--- src/rtl/rdm.sv ---
// rdm: sequential shift-and-add reconstruction, dividendo = quociente * divisor + resto.
// One operation takes N+1 cycles from the accepted start edge to the done pulse.
module rdm #(
    parameter int N = 5
) (
    input  logic                     clk,
    input  logic                     rst,
    input  logic                     start,
    input  logic [N-1:0]             quociente,
    input  logic [N-1:0]             divisor,
    input  logic [N-1:0]             resto,
    output logic [2*N-1:0]           dividendo,
    output logic [$clog2(N+1)-1:0]   count,
    output logic                     busy,
    output logic                     done
);

    localparam int CW = $clog2(N+1);

    typedef enum logic [1:0] {
        IDLE = 2'd0,
        CALC = 2'd1,
        SOMA = 2'd2
    } state_t;

    state_t          state_r;
    state_t          state_s;
    logic            accept_s;
    logic [N:0]      a_r;
    logic [N-1:0]    q_r;
    logic [N-1:0]    m_r;
    logic [N-1:0]    r_r;
    logic [CW-1:0]   count_r;
    logic [2*N-1:0]  dividendo_r;
    logic            busy_r;
    logic            done_r;
    logic [N:0]      sum_s;
    logic [2*N-1:0]  product_s;
    logic [2*N-1:0]  result_s;

    // Next-state decode; the last CALC edge is the one that takes count from 1 to 0.
    always_comb begin
        state_s  = state_r;
        accept_s = 1'b0;
        case (state_r)
            IDLE: begin
                if (start) begin
                    state_s  = CALC;
                    accept_s = 1'b1;
                end else begin
                    state_s  = IDLE;
                end
            end
            CALC: begin
                if (count_r == CW'(1)) begin
                    state_s = SOMA;
                end else begin
                    state_s = CALC;
                end
            end
            SOMA:    state_s = IDLE;
            default: state_s = IDLE;
        endcase
    end

    // Conditional add of the multiplicand, plus the final product-with-addend sum.
    always_comb begin
        if (q_r[0]) begin
            sum_s = a_r + {1'b0, m_r};
        end else begin
            sum_s = a_r;
        end
        product_s = {a_r[N-1:0], q_r};
        result_s  = product_s + {{N{1'b0}}, r_r};
    end

    // State register.
    always_ff @(posedge clk or negedge rst) begin
        if (!rst) begin
            state_r <= IDLE;
        end else begin
            state_r <= state_s;
        end
    end

    // Datapath: operand capture, shift-add iterations and result load.
    always_ff @(posedge clk or negedge rst) begin
        if (!rst) begin
            a_r         <= '0;
            q_r         <= '0;
            m_r         <= '0;
            r_r         <= '0;
            count_r     <= '0;
            dividendo_r <= '0;
        end else begin
            case (state_r)
                IDLE: begin
                    if (accept_s) begin
                        a_r     <= '0;
                        q_r     <= quociente;
                        m_r     <= divisor;
                        r_r     <= resto;
                        count_r <= CW'(N);
                    end
                end
                CALC: begin
                    // Shift {sum, Q} right: the add's low bit enters the multiplier register.
                    a_r     <= {1'b0, sum_s[N:1]};
                    q_r     <= {sum_s[0], q_r[N-1:1]};
                    count_r <= count_r - CW'(1);
                end
                SOMA:    dividendo_r <= result_s;
                default: count_r <= '0;
            endcase
        end
    end

    // Registered status flags derived from the upcoming state.
    always_ff @(posedge clk or negedge rst) begin
        if (!rst) begin
            busy_r <= 1'b0;
            done_r <= 1'b0;
        end else begin
            busy_r <= (state_s == CALC) || (state_s == SOMA);
            done_r <= (state_r == SOMA);
        end
    end

    assign dividendo = dividendo_r;
    assign count     = count_r;
    assign busy      = busy_r;
    assign done      = done_r;

endmodule

--- config.mk ---
export PLATFORM = sky130hd
export DESIGN_NAME = rdm
export DESIGN_NICKNAME = d
export VERILOG_FILES = /design/src/rtl/rdm.sv
export SDC_FILE = /design/constraint.sdc
export NUM_CORES = 1
export LEC_CHECK = 0
export ABC_AREA = 0
export CAP_MARGIN = 20
export CORE_UTILIZATION = 48
export CTS_CLUSTER_DIAMETER = 60
export DETAILED_ROUTE_END_ITERATION = 12
export PLACE_DENSITY = 0.76
export SYNTH_ARGS = -nofsm -noshare
export SYNTH_HDL_FRONTEND = slang
export SYNTH_SLANG_ARGS = --single-unit
--- constraint.sdc ---
create_clock -name clk -period 2 [get_ports clk]
set_clock_uncertainty 0.05 [all_clocks]
set_input_delay 0.3 -clock clk [delete_from_list [all_inputs] [get_ports clk]]
set_output_delay 0.3 -clock clk [all_outputs]
set_load 0.03 [all_outputs]
==> qor.txt, run 1 <==
die boundary height: 67.17 um
H-tree levels: 2
most common flop cell mapped by yosys: sky130_fd_sc_hd__dfrtp_1
Synth Register Bits: 37
share of layout cells above drive strength 1: 0.1770
sequential cell area: 925.9 um2
CP bufs+invs: 1
DIE AREA: 4511 um2
multi-input gate area in the final layout: 1033 um2
maximum clock frequency: 518.8 MHz
initial core utilization: 0.5059
Cell Area, Synth: 2038 um2
final net count: 274
Syn Nets: 229
Unique masters post-synth: 51
number of antenna violations at the first check in global routing: 0
most frequent cells in the layout: sky130_fd_sc_hd__dfrtp_1, sky130_fd_sc_hd__clkdlybuf4s50_1, sky130_fd_sc_hd__nand2_1
library cell contributing the largest single delay on the critical path: sky130_fd_sc_hd__a2111o_1
1st-iter DRT viols: 88
register-to-register setup slack: 0.07 ns
CTS tree: done
largest buffer count on any clock path: 2
Fill cells: 356
overall fraction of global-route tracks in use: 0.2216
CP peak stage delay: 0.39 ns
worst endpoint data arrival time: 2.08 ns
Port Buf Inserts: 32
classification of the worst setup path: register to register
final-report max-slew violation count: 0
count of unresolved DRC violations after routing: 0
Largest delay share family, worst path: compound AO/OA/AOI/OAI gates
total number of vias: 1637
residual overflow from global routing: 0
multiplexer share of the synthesized area: 0.06998
TritonCTS buffer count: 5
post-detailed-route via-to-cell ratio: 5.587
path class of the lowest-slack min-delay path: register to register
kind of start point of the critical path: register
area of the placeable core: 4029 um2
post-synthesis xor/xnor area fraction: 0.02149
final estimated routing congestion in global placement: 0.7948
adder-cell share of the synthesized area: 0.09331
most common cell after layout, fill and taps aside: sky130_fd_sc_hd__dfrtp_1
count of boundary I/O pins: 33
number of cell rows: 23
simple-gate portion of the synthesized area: 0.1314
Hold Worst Slack: 0.4333 ns
number of warnings reported in the yosys synthesis log: 0
die span in x: 67.17 um
worst-margin pin slew: 0.4716 ns
Worst-Skew Late Latency: 0.30 ns
endpoints failing hold: 0
Area growth, synth to finish: 26.76%
sequential area share after synthesis: 0.4543
CP Cell Sequence: ha_2 -> inv_1 -> fa_2 -> nor2b_4 -> o2111ai_1 -> a2111o_1 -> o211ai_1
number of enable flip-flop cells after synthesis: 0
proportion of register bits with asynchronous set or reset after synthesis: 1.000
final count of negative-setup-slack endpoints: 0
remaining number of nets flagged by the antenna check after routing: 0
n_diodes: 0
DRT Pass-1 Iters: 4
post-synthesis area per instance: 10.35 um2
pin count of the biggest net entering global routing: 38
largest family of logic cells by synthesized area: compound AO/OA/AOI/OAI gates
number of clock sinks seen by CTS: 37
Crit Path Max Fanout: 3
maximum resistive drop on vdd: 0.7046 mV
synthesized instance count: 197
Period Utilization, post-route: 0.9638
post-synthesis compound-gate area fraction: 0.1848
power per cell area: 1624 nW/um2
global-route wire length before repair: 7231 um
cell at the root of the clock tree: sky130_fd_sc_hd__clkbuf_8
wire length reported by the detailed router: 4328 um
estimated wirelength of the detail-placed design: 3102 um
status: finished clean
via count of the first global-routing pass: 1613
register clock-pin slew on the reported worst setup and hold paths: 0.07 ns
Critical Path End Type: register
max-cap viol count: 0
end-of-flow core utilization: 0.6413
WL/cell: 14.77 um
CP Data Required Time: 2.15 ns
Final min period: 1.928 ns
reported leakage power: 0.001145 uW
relative slew slack: 0.6856
## kinds of logic (layout without fill, tap and decap cells)
logic type | count (synthesis) | after routing
simple gates | 52 | 52
buf+inv | 21 | 67
compound gates | 55 | 55
mux | 13 | 13
fa+ha+maj | 14 | 14
xor+xnor | 5 | 5
flops | 37 | 37
## per-stage QoR
stage	setup TNS, ns	total power [uW]	setup WS [ns]	area (um2)	instances
2_1_floorplan	0	2896	0.1419	2038	197
3_3_place_gp	0	3562	0.1149	2464	282
3_5_place_dp	0	3623	0.02622	2464	282
4_1_cts	0	4150	0.03290	2559	291
5_1_grt	-0.02731	4545	-0.02242	2584	293
6_report	0	4196	0.07231	2584	293
## report_power, final
| part | internal, uW | switching (uW) |
|---|---|---|
| Sequential | 1080 | 256 |
| Combinational | 1100 | 1250 |
| Clock | 242 | 273 |
| Total | 2420 | 1770 |
## per-layer routing
metal	vias to the layer above	wire length (um)	GRT usage
met5	-	0	0
met4	0	114	0.1117
met3	11	162	0.06419
met2	41	2003	0.3525
met1	784	2048	0.2730
li1	801	-	-
## worst register-to-register path, cell delays in order, from the launching register on
cell	delay (ns)
sky130_fd_sc_hd__dfrtp_1	0.37
sky130_fd_sc_hd__ha_2	0.21
sky130_fd_sc_hd__inv_1	0.06
sky130_fd_sc_hd__fa_2	0.38
sky130_fd_sc_hd__nor2b_4	0.14
sky130_fd_sc_hd__o2111ai_1	0.13
sky130_fd_sc_hd__a2111o_1	0.39
sky130_fd_sc_hd__o211ai_1	0.11
## sequential cells by signal (all words and copies together), names as in the netlist
name and cells:
count 3, r_r 5, done 1, dividendo 10
busy 1, a_r 5, state_r 2, q_r 5
m_r 5
## synthesized netlist by cell type (all sizes together) (4+ instances only)
cell / count / area [um2]
nor2: 9 / 33.78
mux2: 10 / 112.6
buf: 5 / 30.02
nor2b: 5 / 31.28
clkbuf: 5 / 20.01
a21o: 5 / 37.54
o21ai: 12 / 60.06
nand3: 4 / 20.02
ha: 12 / 150.1
nand2: 18 / 67.56
o2111ai: 4 / 35.03
inv: 10 / 37.53
a21oi: 10 / 50.05
dfrtp: 37 / 925.9
## final cells by class
class / instances / area share
clock buffer: 6 / 0.02809
timing repair buffer: 48 / 0.1695
tap: 50 / 0.02421
clock inverter: 2 / 0.003874
sequential: 37 / 0.3584
multi-input combinational: 139 / 0.4000
inverter: 11 / 0.01598
## timing repair
item	CTS	global route
buffers inserted	0	2
pin swaps	0	0
setup endpoints to repair	1	2
gates resized for setup	1	3
endpoints found under the hold margin	2	0
hold buffers	1	0
## path summary, 6_finish.rpt
| kind | cells past startpoint | startpoint | endpoint |
|---|---|---|---|
| worst max-delay path | 7 | q_r[0] | dividendo[8] |
| worst min-delay path | 2 | dividendo[4] | dividendo[4] |
| worst max register to register | 7 | q_r[0] | dividendo[8] |
| worst min register to register | 2 | dividendo[4] | dividendo[4] |
| max in group asynchronous | 3 | rst | state_r[0] |
| min in group asynchronous | 3 | rst | dividendo[3] |
Note: power is estimated with default switching activity, not from simulation.
==> run 2, diff against run 1 <==
Settings changed: ABC_CLOCK_PERIOD_IN_PS set to 2000, CORE_UTILIZATION 48 to 45, PLACE_DENSITY 0.76 to 0.72, SETUP_SLACK_MARGIN set to 0.3.
==> run 2 against run 1 <==
Effect of this change: the run now ends with negative hold slack left; clock power hardly changed; die area grew 6.5%; power increased by 14%; flip-flop and latch count stayed put; count of clock-buffer cells in the layout stayed put; critical path type unchanged; highest routed layer unchanged.
==> qor.txt, run 2 (same netlist as run 1, synthesis figures left out) <==
pin count of the biggest net entering global routing: 38
max-cap viol count: 0
final estimated routing congestion in global placement: 0.8391
CP peak stage delay: 0.40 ns
Port Buf Inserts: 32
n_diodes: 0
remaining number of nets flagged by the antenna check after routing: 0
CP Cell Sequence: ha_2 -> inv_2 -> fa_2 -> nor2b_2 -> o2111ai_2 -> a2111o_1 -> o211ai_1
share of layout cells above drive strength 1: 0.2806
Fill cells: 345
number of cell rows: 24
Period Utilization, post-route: 0.9533
unrepaired setup endpoints after global routing: true
Critical Path End Type: register
number of clock sinks seen by CTS: 37
final-report max-slew violation count: 0
total negative slack: 0 ns
cell at the root of the clock tree: sky130_fd_sc_hd__clkbuf_8
worst endpoint data arrival time: 2.07 ns
reported leakage power: 0.001283 uW
via count of the first global-routing pass: 1615
register-to-register setup slack: 0.09 ns
CP Data Required Time: 2.16 ns
1st-iter DRT viols: 117
CTS tree: done
Largest delay share family, worst path: compound AO/OA/AOI/OAI gates
path class of the lowest-slack min-delay path: primary input to async pin
sequential cell area: 927.1 um2
Worst-Skew Late Latency: 0.30 ns
status: finished, violations left
post-detailed-route via-to-cell ratio: 5.584
violations in the final reports: negative hold slack
TritonCTS buffer count: 5
estimated wirelength of the detail-placed design: 3137 um
Final min period: 1.907 ns
initial core utilization: 0.4681
largest buffer count on any clock path: 2
final count of negative-setup-slack endpoints: 0
Area growth, synth to finish: 37.08%
wire length reported by the detailed router: 4749 um
library cell contributing the largest single delay on the critical path: sky130_fd_sc_hd__a2111o_1
residual overflow from global routing: 0
relative slew slack: 0.6903
worst-margin pin slew: 0.4646 ns
DRT Pass-1 Iters: 4
maximum clock frequency: 524.5 MHz
kind of start point of the critical path: register
maximum resistive drop on vdd: 0.9024 mV
max reg flops: 10
overall fraction of global-route tracks in use: 0.2080
die boundary height: 69.30 um
post-layout total power: 4773 uW
total number of vias: 1703
endpoints failing hold: 21
Hold Worst Slack: -0.01156 ns
Crit Path Max Fanout: 4
power per cell area: 1709 nW/um2
multi-input gate area in the final layout: 1145 um2
WL/cell: 15.57 um
final net count: 284
CP bufs+invs: 1
count of unresolved DRC violations after routing: 0
area of the placeable core: 4354 um2
register clock-pin slew on the reported worst setup and hold paths: 0.08 ns
H-tree levels: 2
count of boundary I/O pins: 33
number of antenna violations at the first check in global routing: 0
DIE AREA: 4802 um2
most common cell after layout, fill and taps aside: sky130_fd_sc_hd__dfrtp_1
global-route wire length before repair: 7838 um
end-of-flow core utilization: 0.6417
most frequent cells in the layout: sky130_fd_sc_hd__dfrtp_1, sky130_fd_sc_hd__buf_4, sky130_fd_sc_hd__clkdlybuf4s50_1
die span in x: 69.30 um
classification of the worst setup path: register to register
==> run 2: cell types whose count changed in the layout (fill, tap and decap cells not counted), moves of 2 or more <==
cell,delta
sky130_fd_sc_hd__clkdlybuf4s50_1,-8
sky130_fd_sc_hd__o21ai_0,-2
sky130_fd_sc_hd__dlymetal6s2s_1,+6
sky130_fd_sc_hd__ha_1,-5
sky130_fd_sc_hd__dlygate4sd2_1,+2
sky130_fd_sc_hd__ha_4,+4
sky130_fd_sc_hd__nand3_2,+2
sky130_fd_sc_hd__nand3_1,-2
sky130_fd_sc_hd__buf_4,+10
==> run 2: layout make-up <==
| class | instances | area share |
|---|---|---|
| Sequential cell | 37 | 0.3318 |
| Clock inverter | 2 | 0.003583 |
| Multi-Input combinational cell | 139 | 0.4098 |
| Timing Repair Buffer | 58 | 0.1885 |
| Clock buffer | 6 | 0.02597 |
| Inverter | 11 | 0.01702 |
| Tap cell | 52 | 0.02329 |
==> run 2: per-stage QoR <==
step | setup slack [ns] | hold slack, ns | std cells | area [um2]
2_1_floorplan | 0.2037 | -0.04559 | 197 | 2105
3_3_place_gp | 0.1553 | 0.3245 | 281 | 2510
3_5_place_dp | 0.1100 | 0.3208 | 281 | 2510
4_1_cts | 0.1155 | 0.001165 | 299 | 2685
5_1_grt | 0.01110 | 0.03156 | 305 | 2794
6_report | 0.09336 | -0.01156 | 305 | 2794
==> run 2: repair_timing <==
action,4_1_cts,5_1_grt
cloned,0,0
endpoints found under the setup margin,7,13
pin swaps,9,19
setup buffers,10,6
gates resized for setup,7,17
hold buffers,0,0
==> run 2: report_power, final <==
group / switching, uW / leakage (uW) / internal, uW
clock network: 273 / 0.0000450 / 242
registers: 293 / 0.000458 / 1080
logic: 1440 / 0.000780 / 1440
total: 2010 / 0.00128 / 2760
==> run 2: path summary, 6_finish.rpt <==
path | startpoint | endpoint | cells after the start
setup / recovery | q_r[0] | dividendo[8] | 7
hold / removal | rst | r_r[4] | 2
setup reg to reg | q_r[0] | dividendo[8] | 7
hold reg to reg | dividendo[3] | dividendo[3] | 2
max in group asynchronous | rst | a_r[1] | 2
min in group clk | dividendo[3] | dividendo[3] | 2
==> run 2: routing by layer <==
metal,vias up,global-route usage,routed length (um)
met2,42,0.3474,2325
li1,823,-,-
met4,0,0.08163,67
met5,-,0,0
met3,6,0.03634,193
met1,832,0.2683,2163
==> run 3, diff against run 2 <==
Settings changed: CORE_ASPECT_RATIO set to 1.25.
==> run 3 against run 2 <==
Effect of this change: the run still ends with negative hold slack left; maximum frequency grew 2.7%; flip-flop and latch count is the same; setup slack improved by 0.050 ns; count of clock-buffer cells in the layout is 2 higher; combinational power fell by 4%; die area about the same; power shrank 2.9%; final area fell by 1.1%; first-iteration DRC count fell by 55%; final cell count rose by 0.33%; largest power group unchanged.
==> qor.txt, run 3 (same netlist as run 1, synthesis figures left out) <==
1st-iter DRT viols: 53
most common cell after layout, fill and taps aside: sky130_fd_sc_hd__dfrtp_1
Area growth, synth to finish: 35.60%
kind of start point of the critical path: register
classification of the worst setup path: register to register
number of clock sinks seen by CTS: 37
wire length reported by the detailed router: 4439 um
CP Data Required Time: 2.15 ns
number of antenna violations at the first check in global routing: 0
final count of negative-setup-slack endpoints: 0
capture point of the worst reg-to-reg path: dividendo[8]
DIE AREA: 4804 um2
Fill cells: 384
total number of vias: 1645
Crit Path Max Fanout: 2
number of cell rows: 27
Final min period: 1.857 ns
max reg flops: 10
die span in x: 62.20 um
post-layout total power: 4635 uW
path class of the lowest-slack min-delay path: primary input to async pin
endpoints failing hold: 13
largest buffer count on any clock path: 2
Critical Path End Type: register
residual overflow from global routing: 0
minimum setup slack after placement: 0.06530 ns
die boundary height: 77.25 um
cell at the root of the clock tree: sky130_fd_sc_hd__clkbuf_8
max-cap viol count: 0
Port Buf Inserts: 32
n_diodes: 0
launching point of the worst reg2reg path: r_r[0]
Period Utilization, post-route: 0.9284
overall fraction of global-route tracks in use: 0.2153
H-tree levels: 2
status: finished, violations left
initial core utilization: 0.4641
TritonCTS buffer count: 5
final net count: 279
area of the placeable core: 4392 um2
final-report max-slew violation count: 0
power per cell area: 1677 nW/um2
count of hold buffers inserted by post-cts repair: 0
maximum clock frequency: 538.5 MHz
slack of the critical path: 0.1431 ns
global-route wire length before repair: 8045 um
count of boundary I/O pins: 33
post-detailed-route via-to-cell ratio: 5.376
count of unresolved DRC violations after routing: 0
end-of-flow core utilization: 0.6293
remaining number of nets flagged by the antenna check after routing: 0
WL/cell: 14.51 um
violations in the final reports: negative hold slack
worst-margin pin slew: 0.4625 ns
r2r worst-path depth: 7
pin count of the biggest net entering global routing: 38
via count of the first global-routing pass: 1726
share of layout cells above drive strength 1: 0.2581
Worst-Skew Late Latency: 0.29 ns
estimated wirelength of the detail-placed design: 3098 um
reported leakage power: 0.001242 uW
final estimated routing congestion in global placement: 0.8160
most frequent cells in the layout: sky130_fd_sc_hd__dfrtp_1, sky130_fd_sc_hd__clkdlybuf4s50_1, sky130_fd_sc_hd__buf_4
CTS tree: done
unrepaired setup endpoints after global routing: true
register clock-pin slew on the reported worst setup and hold paths: 0.07 ns
Hold Worst Slack: -0.004588 ns
maximum resistive drop on vdd: 0.8168 mV
register-to-register setup slack: 0.14 ns
relative slew slack: 0.6916
total negative slack: 0 ns
worst endpoint data arrival time: 2.01 ns
DRT Pass-1 Iters: 4
-- run 3: power breakdown --
part	total (uW)	switching [uW]	internal, uW
clock	504	256	248
sequential	1370	283	1090
combinational	2760	1410	1350
-- run 3: final cells by class --
class	count	area (um2)	share of cell area
well taps	58	72.57	0.02626
flip-flops and latches	37	929.6	0.3364
clock buffers	8	80.08	0.02897
multi-input cells	139	1150	0.4160
inverters	11	45.04	0.01630
repair buffers	53	486.7	0.1761
-- run 3: per-stage QoR --
stage          instance area [um2]  cells
6_report                      2764    306
5_1_grt                       2764    306
4_1_cts                       2739    306
3_5_place_dp                  2525    288
3_3_place_gp                  2525    288
2_1_floorplan                 2105    197
-- run 3: repair_timing --
item / CTS / global route
setup endpoints to repair: 8 / 12
pin swaps: 15 / 12
buffers inserted: 10 / 0
gates resized for setup: 15 / 9
endpoints found under the hold margin: 0 / 0
-- run 3: critical path, cell delays in order (launching register included) --
cell,delay [ns]
sky130_fd_sc_hd__dfrtp_1,0.36
sky130_fd_sc_hd__ha_2,0.20
sky130_fd_sc_hd__inv_2,0.04
sky130_fd_sc_hd__fa_2,0.36
sky130_fd_sc_hd__nor2b_4,0.16
sky130_fd_sc_hd__o2111ai_4,0.12
sky130_fd_sc_hd__a2111o_1,0.38
sky130_fd_sc_hd__o211ai_1,0.09
-- run 3: how the worst max path moves through the flow --
| stage | startpoint | slack, ns | end |
|---|---|---|---|
| floorplan | q_r[0] | 0.20 | dividendo[8] |
| global placement | q_r[0] | 0.15 | dividendo[8] |
| detailed placement | q_r[0] | 0.07 | dividendo[8] |
| CTS | r_r[0] | 0.1 | dividendo[8] |
| global route | r_r[0] | 0.02 | dividendo[8] |
| finish | r_r[0] | 0.14 | dividendo[8] |
-- run 3: layer usage --
metal	up-vias	wire, um	global-route usage
li1	809	-	-
met4	0	130	0.1140
met5	-	0	0
met1	785	1915	0.2615
met3	9	155	0.04167
met2	42	2237	0.3593
